### src/rtl/cv32e40p_pkg.sv
// ----------------------------------------------------------------
// cv32e40p_pkg -- ALU opcodes and divider FSM state encoding
// Rev 1.0
// ----------------------------------------------------------------
`default_nettype none

package cv32e40p_pkg;

  localparam int unsigned ALU_OP_WIDTH = 7;

  typedef enum logic [ALU_OP_WIDTH-1:0] {
    ALU_ADD  = 7'b0011000,
    ALU_SUB  = 7'b0011001,
    ALU_XOR  = 7'b0101111,
    ALU_DIVU = 7'b0110000,
    ALU_DIV  = 7'b0110001,
    ALU_REMU = 7'b0110010,
    ALU_REM  = 7'b0110011
  } alu_opcode_e;

  typedef enum logic [1:0] {
    DIV_IDLE = 2'd0,
    DIV_BUSY = 2'd1,
    DIV_DONE = 2'd2
  } div_state_e;

  function automatic logic is_div_op(input alu_opcode_e op);
    return op inside {ALU_DIVU, ALU_DIV, ALU_REMU, ALU_REM};
  endfunction

endpackage

`default_nettype wire

### src/rtl/alu_div_abs.sv
// ----------------------------------------------------------------
// alu_div_abs -- conditional two's-complement negate
// Rev 1.0
// ----------------------------------------------------------------
`default_nettype none

module alu_div_abs
  import cv32e40p_pkg::*;
#(
  parameter int unsigned WIDTH = 32
) (
  input  logic [WIDTH-1:0] val_i,
  input  logic             neg_i,
  output logic [WIDTH-1:0] val_o
);

  assign val_o = neg_i ? ((~val_i) + WIDTH'(1)) : val_i;

endmodule

`default_nettype wire

### src/rtl/alu_div_seq.sv
// ----------------------------------------------------------------
// alu_div_seq -- sequential restoring divider, one quotient bit per cycle
// Rev 1.0
// ----------------------------------------------------------------
`default_nettype none

module alu_div_seq
  import cv32e40p_pkg::*;
#(
  parameter int unsigned WIDTH = 32
) (
  input  logic             core_clk,
  input  logic             rst,
  input  logic             enable_i,
  input  alu_opcode_e      operator_i,
  input  logic [WIDTH-1:0] operand_a_i,
  input  logic [WIDTH-1:0] operand_b_i,
  input  logic             ex_ready_i,
  output logic [WIDTH-1:0] result_o,
  output logic             ready_o,
  output logic             busy_o
);

  localparam int unsigned CNT_W = $clog2(WIDTH);

  div_state_e       state_q, state_d;
  logic [CNT_W-1:0] cnt_q, cnt_d;
  logic [WIDTH:0]   rem_q, rem_d;
  logic [WIDTH-1:0] quo_q, quo_d;
  logic [WIDTH-1:0] dvs_q, dvs_d;
  logic [WIDTH-1:0] res_q, res_d;
  logic             neg_q, neg_d;
  logic             rem_sel_q, rem_sel_d;
  logic             special_q, special_d;

  logic             op_signed, op_rem, sgn_a, sgn_b, div_zero, ovf;
  logic [WIDTH-1:0] a_mag, b_mag, rem_after, quo_step, res_fix;
  logic [WIDTH:0]   diff;
  logic             q_bit;

  assign op_signed = operator_i[0];
  assign op_rem    = operator_i[1];
  assign sgn_a     = op_signed & operand_a_i[WIDTH-1];
  assign sgn_b     = op_signed & operand_b_i[WIDTH-1];
  assign div_zero  = (operand_b_i == '0);
  assign ovf       = op_signed && (operand_a_i == {1'b1, {(WIDTH-1){1'b0}}})
                     && (operand_b_i == '1);

  alu_div_abs #(.WIDTH(WIDTH)) u_abs_a (.val_i(operand_a_i), .neg_i(sgn_a), .val_o(a_mag));
  alu_div_abs #(.WIDTH(WIDTH)) u_abs_b (.val_i(operand_b_i), .neg_i(sgn_b), .val_o(b_mag));

  // rem_q already holds the shifted partial remainder, so the borrow bit of
  // one subtraction decides the quotient bit.
  assign diff      = rem_q - {1'b0, dvs_q};
  assign q_bit     = ~diff[WIDTH];
  assign rem_after = q_bit ? diff[WIDTH-1:0] : rem_q[WIDTH-1:0];
  assign quo_step  = {quo_q[WIDTH-2:0], q_bit};

  alu_div_abs #(.WIDTH(WIDTH)) u_res_fix (
    .val_i(rem_sel_q ? rem_after : quo_step),
    .neg_i(neg_q),
    .val_o(res_fix)
  );

  always_comb begin
    state_d   = state_q;
    cnt_d     = cnt_q;
    rem_d     = rem_q;
    quo_d     = quo_q;
    dvs_d     = dvs_q;
    res_d     = res_q;
    neg_d     = neg_q;
    rem_sel_d = rem_sel_q;
    special_d = special_q;
    case (state_q)
      DIV_IDLE: begin
        if (enable_i && is_div_op(operator_i)) begin
          state_d   = DIV_BUSY;
          cnt_d     = CNT_W'(WIDTH - 1);
          rem_d     = {{WIDTH{1'b0}}, a_mag[WIDTH-1]};
          quo_d     = {a_mag[WIDTH-2:0], 1'b0};
          dvs_d     = b_mag;
          rem_sel_d = op_rem;
          neg_d     = op_rem ? sgn_a : (sgn_a ^ sgn_b);
          special_d = div_zero | ovf;
          // Early-exit results are final at acceptance and only wait one cycle.
          if (div_zero)
            res_d = op_rem ? operand_a_i : '1;
          else if (ovf)
            res_d = op_rem ? '0 : operand_a_i;
          else
            res_d = '0;
        end
      end
      DIV_BUSY: begin
        if (special_q) begin
          state_d = DIV_DONE;
        end else begin
          rem_d = {rem_after, quo_q[WIDTH-1]};
          quo_d = quo_step;
          if (cnt_q == '0) begin
            state_d = DIV_DONE;
            res_d   = res_fix;
          end else begin
            cnt_d = cnt_q - CNT_W'(1);
          end
        end
      end
      DIV_DONE: begin
        if (ex_ready_i)
          state_d = DIV_IDLE;
      end
      default: state_d = DIV_IDLE;
    endcase
  end

  always_ff @(posedge core_clk) begin
    if (rst) begin
      state_q   <= DIV_IDLE;
      cnt_q     <= '0;
      rem_q     <= '0;
      quo_q     <= '0;
      dvs_q     <= '0;
      res_q     <= '0;
      neg_q     <= 1'b0;
      rem_sel_q <= 1'b0;
      special_q <= 1'b0;
    end else begin
      state_q   <= state_d;
      cnt_q     <= cnt_d;
      rem_q     <= rem_d;
      quo_q     <= quo_d;
      dvs_q     <= dvs_d;
      res_q     <= res_d;
      neg_q     <= neg_d;
      rem_sel_q <= rem_sel_d;
      special_q <= special_d;
    end
  end

  assign ready_o  = (state_q == DIV_DONE);
  assign busy_o   = (state_q != DIV_IDLE);
  assign result_o = ready_o ? res_q : '0;

endmodule

`default_nettype wire

### config.mk
export PLATFORM = sky130hd
export DESIGN_NAME = alu_div_seq
export DESIGN_NICKNAME = d
export VERILOG_FILES = /design/src/rtl/cv32e40p_pkg.sv /design/src/rtl/alu_div_abs.sv /design/src/rtl/alu_div_seq.sv
export SDC_FILE = /design/constraint.sdc
export NUM_CORES = 1
export LEC_CHECK = 0
export CAP_MARGIN = 5
export CORE_UTILIZATION = 50
export CTS_CLUSTER_SIZE = 12
export DETAILED_ROUTE_END_ITERATION = 8
export GPL_TIMING_DRIVEN = 0
export PLACE_DENSITY = 0.82
export SLEW_MARGIN = 20
export SYNTH_ARGS = -nofsm -noshare
export SYNTH_HDL_FRONTEND = slang
export SYNTH_HIERARCHICAL = 1
export SYNTH_SLANG_ARGS = --single-unit
### constraint.sdc
create_clock -name core_clk -period 11.23 [get_ports core_clk]
set_input_delay 2.246 -clock core_clk [delete_from_list [all_inputs] [get_ports core_clk]]
set_output_delay 2.246 -clock core_clk [all_outputs]
set_load 0.005 [all_outputs]
Word level (Yosys, flattened, before mapping)
Index checks and enable logic that the tools add are counted.

Bits in registers: 139. Input port bits: 75. Output and inout bits: 34.

Add/sub/neg operators: 5. Eq/ne operators: 14. Muxes and demuxes: 30. Bitwise operators: 8. Reductions and logical operators: 14.

Operators by type and width (count): 2-to-1 mux 32 bit (15); one-hot mux 32 bit (2 select lines) (2); adder 32 x 1 -> 32 bit, second input constant (3); inverter 32 bit (3); 2-to-1 mux 33 bit (2); one-hot mux 33 bit (2 select lines) (1); == test 32 bit, second input constant (2); subtractor 33 x 32 -> 33 bit (1); logical NOT 32 bit (1); == test 7 x 6 -> 1 bit, second input constant (4); 2-to-1 mux 5 bit (3); != test 2 bit, second input constant (5); one-hot mux 5 bit (2 select lines) (1); 2-to-1 mux 2 bit (4); AND reduction 4 bit (2); one-hot mux 2 bit (3 select lines) (1); AND reduction 3 bit (2); logical NOT 5 bit (1); subtractor 5 x 1 -> 5 bit, second input constant (1); nonzero test 2 bit (2); nonzero test 4 bit (1); logical AND 1 bit (3); != test 3 bit, second input constant (1); bitwise AND 1 bit (2); other kinds (8) (8).

Longest topological paths before layout
Depth after elaboration: 9. Gate-level depth with buffers: 24. Mapped depth without buffers: 23.

By module
Netlist, hierarchy kept.

Modules (own cells, without submodules): alu_div_seq (times used 1, cells an instance 1208, area an instance 8989.9 um^2, seq. area each 2782.7 um^2); alu_div_abs (times used 3, cells an instance 99, area an instance 777.0 um^2, seq. area each 0.0 um^2).

Least setup slack after synthesis
OpenSTA, ideal clock, no wires.

Kind: flip-flop to flip-flop. Start: register rem_q[0]. End: register res_q[31]. Library setup time: 0.065 ns. Data arrival time: 4.431 ns. Slack: 6.734 ns. Stages on the path, launching flop included: 23. Path buffers: 1. Clock period less this slack: 4.496 ns. Cells stage by stage: dfxtp_1 inv_1 ha_1 inv_1 fa_1 a21o_2 a221oi_2 nor4_2 o21a_2 o32ai_4 mux2i_2 nand2_4 buf_12 mux2i_1 a21oi_1 nor4_4 nand4b_2 o41ai_2 xnor2_1 nand2_1 o311ai_0 o21ai_0 nor2_1.

Word-level cells in the longest chain between the ends: 9.

RTL lines: start, declared (RTL line alu_div_seq.sv:28) `logic [WIDTH:0] rem_q, rem_d;`; start signal, assigned (RTL line alu_div_seq.sv:131) `rem_q <= rem_d;`; subtractor 33 x 32 -> 33 bit (RTL line alu_div_seq.sv:54) `assign diff = rem_q - {1'b0, dvs_q};`; 2-to-1 mux 32 bit or inverter 1 bit (tied branches) (RTL line alu_div_seq.sv:56, alu_div_seq.sv:55); 2-to-1 mux 32 bit * (RTL line alu_div_seq.sv:60) `.val_i(rem_sel_q ? rem_after : quo_step),`; inverter 32 bit (RTL line alu_div_abs.sv:17) `assign val_o = neg_i ? ((~val_i) + WIDTH'(1)) : val_i;`; adder 32 x 1 -> 32 bit (RTL line alu_div_abs.sv:17); 2-to-1 mux 32 bit * (RTL line alu_div_abs.sv:17); via res_fix[31] (RTL line alu_div_seq.sv:37) `logic [WIDTH-1:0] a_mag, b_mag, rem_after, quo_step, res_fix;`; 2-to-1 mux 32 bit * (RTL line alu_div_seq.sv:101) `if (cnt_q == '0) begin`; 2-to-1 mux 32 bit * (RTL line alu_div_seq.sv:96) `if (special_q) begin`; one-hot mux 32 bit (2 select lines) * (RTL line alu_div_seq.sv:75) `case (state_q)`; end signal, assigned (RTL line alu_div_seq.sv:134) `res_q <= res_d;`; end, declared (RTL line alu_div_seq.sv:31) `logic [WIDTH-1:0] res_q, res_d;`.

The timed path passes the listed nets; every way through them passes the cells marked *. The select of a mux whose other input is x is not followed. A chain may end at the register's enable or synchronous reset.

Final worst setup path
Start: register rem_q[0]. End: register res_q[26].

The elaborated chain is that of the path after synthesis.

==> reports/results.txt <==
Register Area: 0.00278 mm2
Final WS setup: 5.41 ns
switching share of power: 28.2%
placed cells: 1,891
critical path launch point type: flop
first-pass GRT wire length: 59,600 um
critical path type: reg -> reg
ANT nets after route: 0
Sw Pwr: 412 uW
Routed WL: 37,700 um
Skew-Pair Late Insertion Delay: 0.43 ns
DRC: 0
Synth Instances: 1,505
most common cell after layout, fill and taps aside: nand2_1
cells on worst reg2reg path: 22
setup_tns: 0 ns
maximum VDD drop: 0.000132 V
slew of the pin with the lowest slew margin: 1.06 ns
Sink Count: 139
Internal Power: 1050 uW
area grow syn2layout: 18.4%
Post-Syn Nets: 1,618
placed cell area: 0.0127 mm2
commonest non-fill, non-tap cells in the layout: nand2_1 (257), dfxtp_1 (139), nor2_1 (118)
post-route cell area: 0.0134 mm2
# fillers: 1,952
ant diodes: 0
Main synth FF type: dfxtp_1
clock buffer depth: 2
CTS Hold Bufs: 0
crit path capture type: flop
die height: 152 um
worst hold start: dvs_q[9]
number of global-route vias before repair: 11,100
initial antenna violation count: 0
Syn. warnings: 6
Die Span X: 152 um
hold path endpoint: dvs_q[9]
Layout Cells excl Fill: 1,923
clock-pin slew of the registers on the worst-case setup and hold paths: 0.06 ns
final worst path period share: 51.9%
leak pwr: 0.00469 uW
Slew Limit Fails: 0
number of synthesized flops with an enable pin: 0
first drt pass iteration count: 6
#FFs+latches synth: 139
post-CTS setup buffers: 0
Multi-input gate area: 0.00773 mm2
I/O Pins: 109
TritonCTS clock tree: yes
clock network fraction of total power: 45.3%
crit-path max FO: 10
Min-Delay Path Class: reg -> reg
vias per cell: 6.21
FMAX: 172 MHz
share of layout cells above drive strength 1: 6.27%
GPL Wtd Cong: 1.03
Initial Utilization: 51.4%
Net count, final: 1,743
initial drt markers: 1,475
Vias: 11,900
Max-Cap Viols: 0
Clock Root Buffer: clkbuf_16
post-DP HPWL: 29,200 um
worst slack, placed: 5.56 ns
post-cts sizing count: 0
RR Startpoint: rem_q[0]
hold depth: 2
setup violators final: 0
worst reg-to-reg setup slack: 5.41 ns
Yosys cell types: 79
Arrival @ worst endpoint: 6.20 ns
PD cells: 109 mW/mm2
Logic pwr share: 20.1%
register area share after synthesis: 24.6%
Crit path required time: 11.60 ns
Relative slew margins: 29.3%
CTS Buf Count: 17
Reg power frac: 34.6%
RSZ-0062 raised after global routing: no
Mean Syn Cell Area: 7.52 um2
DIE AREA: 0.0232 mm2
CTS H-tree lvls: 4
total congestion overflow: 0
gr usage total: 32.1%
largest net degree at the start of global routing: 17
reg-to-reg critical path endpoint: res_q[26]
clock skew: 0.0104 ns
Final Hold Vio Count: 0
# rows: 54
IO buf count: 106
status: finished clean
FFs w/ async S/R, synth: 0%
Cell Area, Synth: 0.0113 mm2
fin crit period: 5.82 ns
routed len/inst: 19.6 um
core area: 0.0220 mm2
[power groups by stage]
stage | sequential (uW) | combinational, uW | clock (uW)
floorplan | 513 | 185 | 0
global placement | 515 | 280 | 0
detailed placement | 515 | 283 | 0
CTS | 505 | 285 | 658
global route | 505 | 310 | 684
finish | 505 | 294 | 662
[per-layer routing]
metal | part of all wire [%] | vias up | GRT usage [%]
met4 | 3.9 | 0 | 14.8
met1 | 42 | 5638 | 43.0
met2 | 44 | 620 | 49.4
met5 | 0 | - | 0
met3 | 9.6 | 94 | 7.03
li1 | - | 5590 | -
[cell usage after synthesis (all sizes together) (29+ instances only)]
| cell | number | area share (%) |
|---|---|---|
| xnor2 | 110 | 8.5 |
| maj3 | 32 | 2.8 |
| nor4 | 35 | 3.7 |
| nand2 | 258 | 8.6 |
| a311oi | 34 | 2.6 |
| o21ai | 110 | 4.9 |
| dfxtp | 139 | 25 |
| and2 | 36 | 2.0 |
| inv | 86 | 2.9 |
| mux2i | 29 | 2.6 |
| ha | 37 | 4.1 |
| o311ai | 33 | 2.6 |
| nor2 | 118 | 3.9 |
| a21oi | 106 | 4.7 |
| clkbuf | 76 | 2.7 |
[logic make-up (layout without fill, tap and decap cells)]
group | Yosys count | in the layout | share of synthesized area, %
AND/OR/NAND/NOR | 567 | 567 | 25.1
AO/OA/AOI/OAI | 387 | 387 | 23.5
buffers and inverters | 186 | 324 | 7.12
flip-flops | 139 | 139 | 24.6
XOR/XNOR | 123 | 123 | 9.52
adder cells (fa/ha/maj) | 70 | 70 | 7.10
multiplexers | 33 | 33 | 3.13
[registers in the layout, summed over array words and instances, names as in the netlist]
| register | flops |
|---|---|
| cnt_q | 5 |
| neg_q | 1 |
| rem_sel_q | 1 |
| rem_q | 33 |
| state_q | 2 |
| quo_q | 32 |
| special_q | 1 |
| res_q | 32 |
| dvs_q | 32 |
[critical path, cell delays in order (launching register included)]
cell and delay, ns:
dfxtp_1 0.33, inv_1 0.09, ha_1 0.19, inv_1 0.06, fa_1 0.40, a21o_2 0.23
a221oi_2 0.45, nor4_2 0.12, o21a_2 0.26, o32ai_4 0.20, mux2i_2 0.44, nand2_4 0.19
buf_12 0.20, mux2i_1 0.41, a21oi_1 0.29, nor4_4 0.43, nand2_1 0.23, o41ai_1 0.45
xnor2_1 0.29, nand2_1 0.16, o311ai_1 0.13, o21ai_1 0.11, nor2_1 0.09
[metrics by stage]
step / total power (uW) / util (%) / hold slack, ns
detailed placement: 798 / 57.8 / 0.454
finish: 1460 / 60.9 / 0.458
floorplan: 699 / - / 0.436
global placement: 795 / 57.8 / 0.445
CTS: 1450 / 60.9 / 0.461
global route: 1500 / 60.9 / 0.482
[layout make-up]
| class | instances | share of cell area [%] |
|---|---|---|
| inverter | 86 | 2.41 |
| timing repair buffer | 106 | 7.91 |
| buffer | 100 | 3.60 |
| clock buffer | 20 | 3.41 |
| tap | 280 | 2.61 |
| clock inverter | 12 | 1.61 |
| multi-input combinational | 1180 | 57.7 |
| sequential | 139 | 20.8 |
[worst max-delay path by stage]
stage,slack (ns),depth (start not counted),startpoint,endpoint
2_1_floorplan,6.73,22,rem_q[0],res_q[31]
6_report,5.41,22,rem_q[0],res_q[26]
3_3_place_gp,5.66,22,rem_q[0],res_q[26]
5_1_grt,5.08,22,rem_q[0],res_q[25]
3_5_place_dp,5.56,22,rem_q[0],res_q[26]
4_1_cts,5.51,22,rem_q[0],res_q[26]
Power figures use the tool's default switching activity.
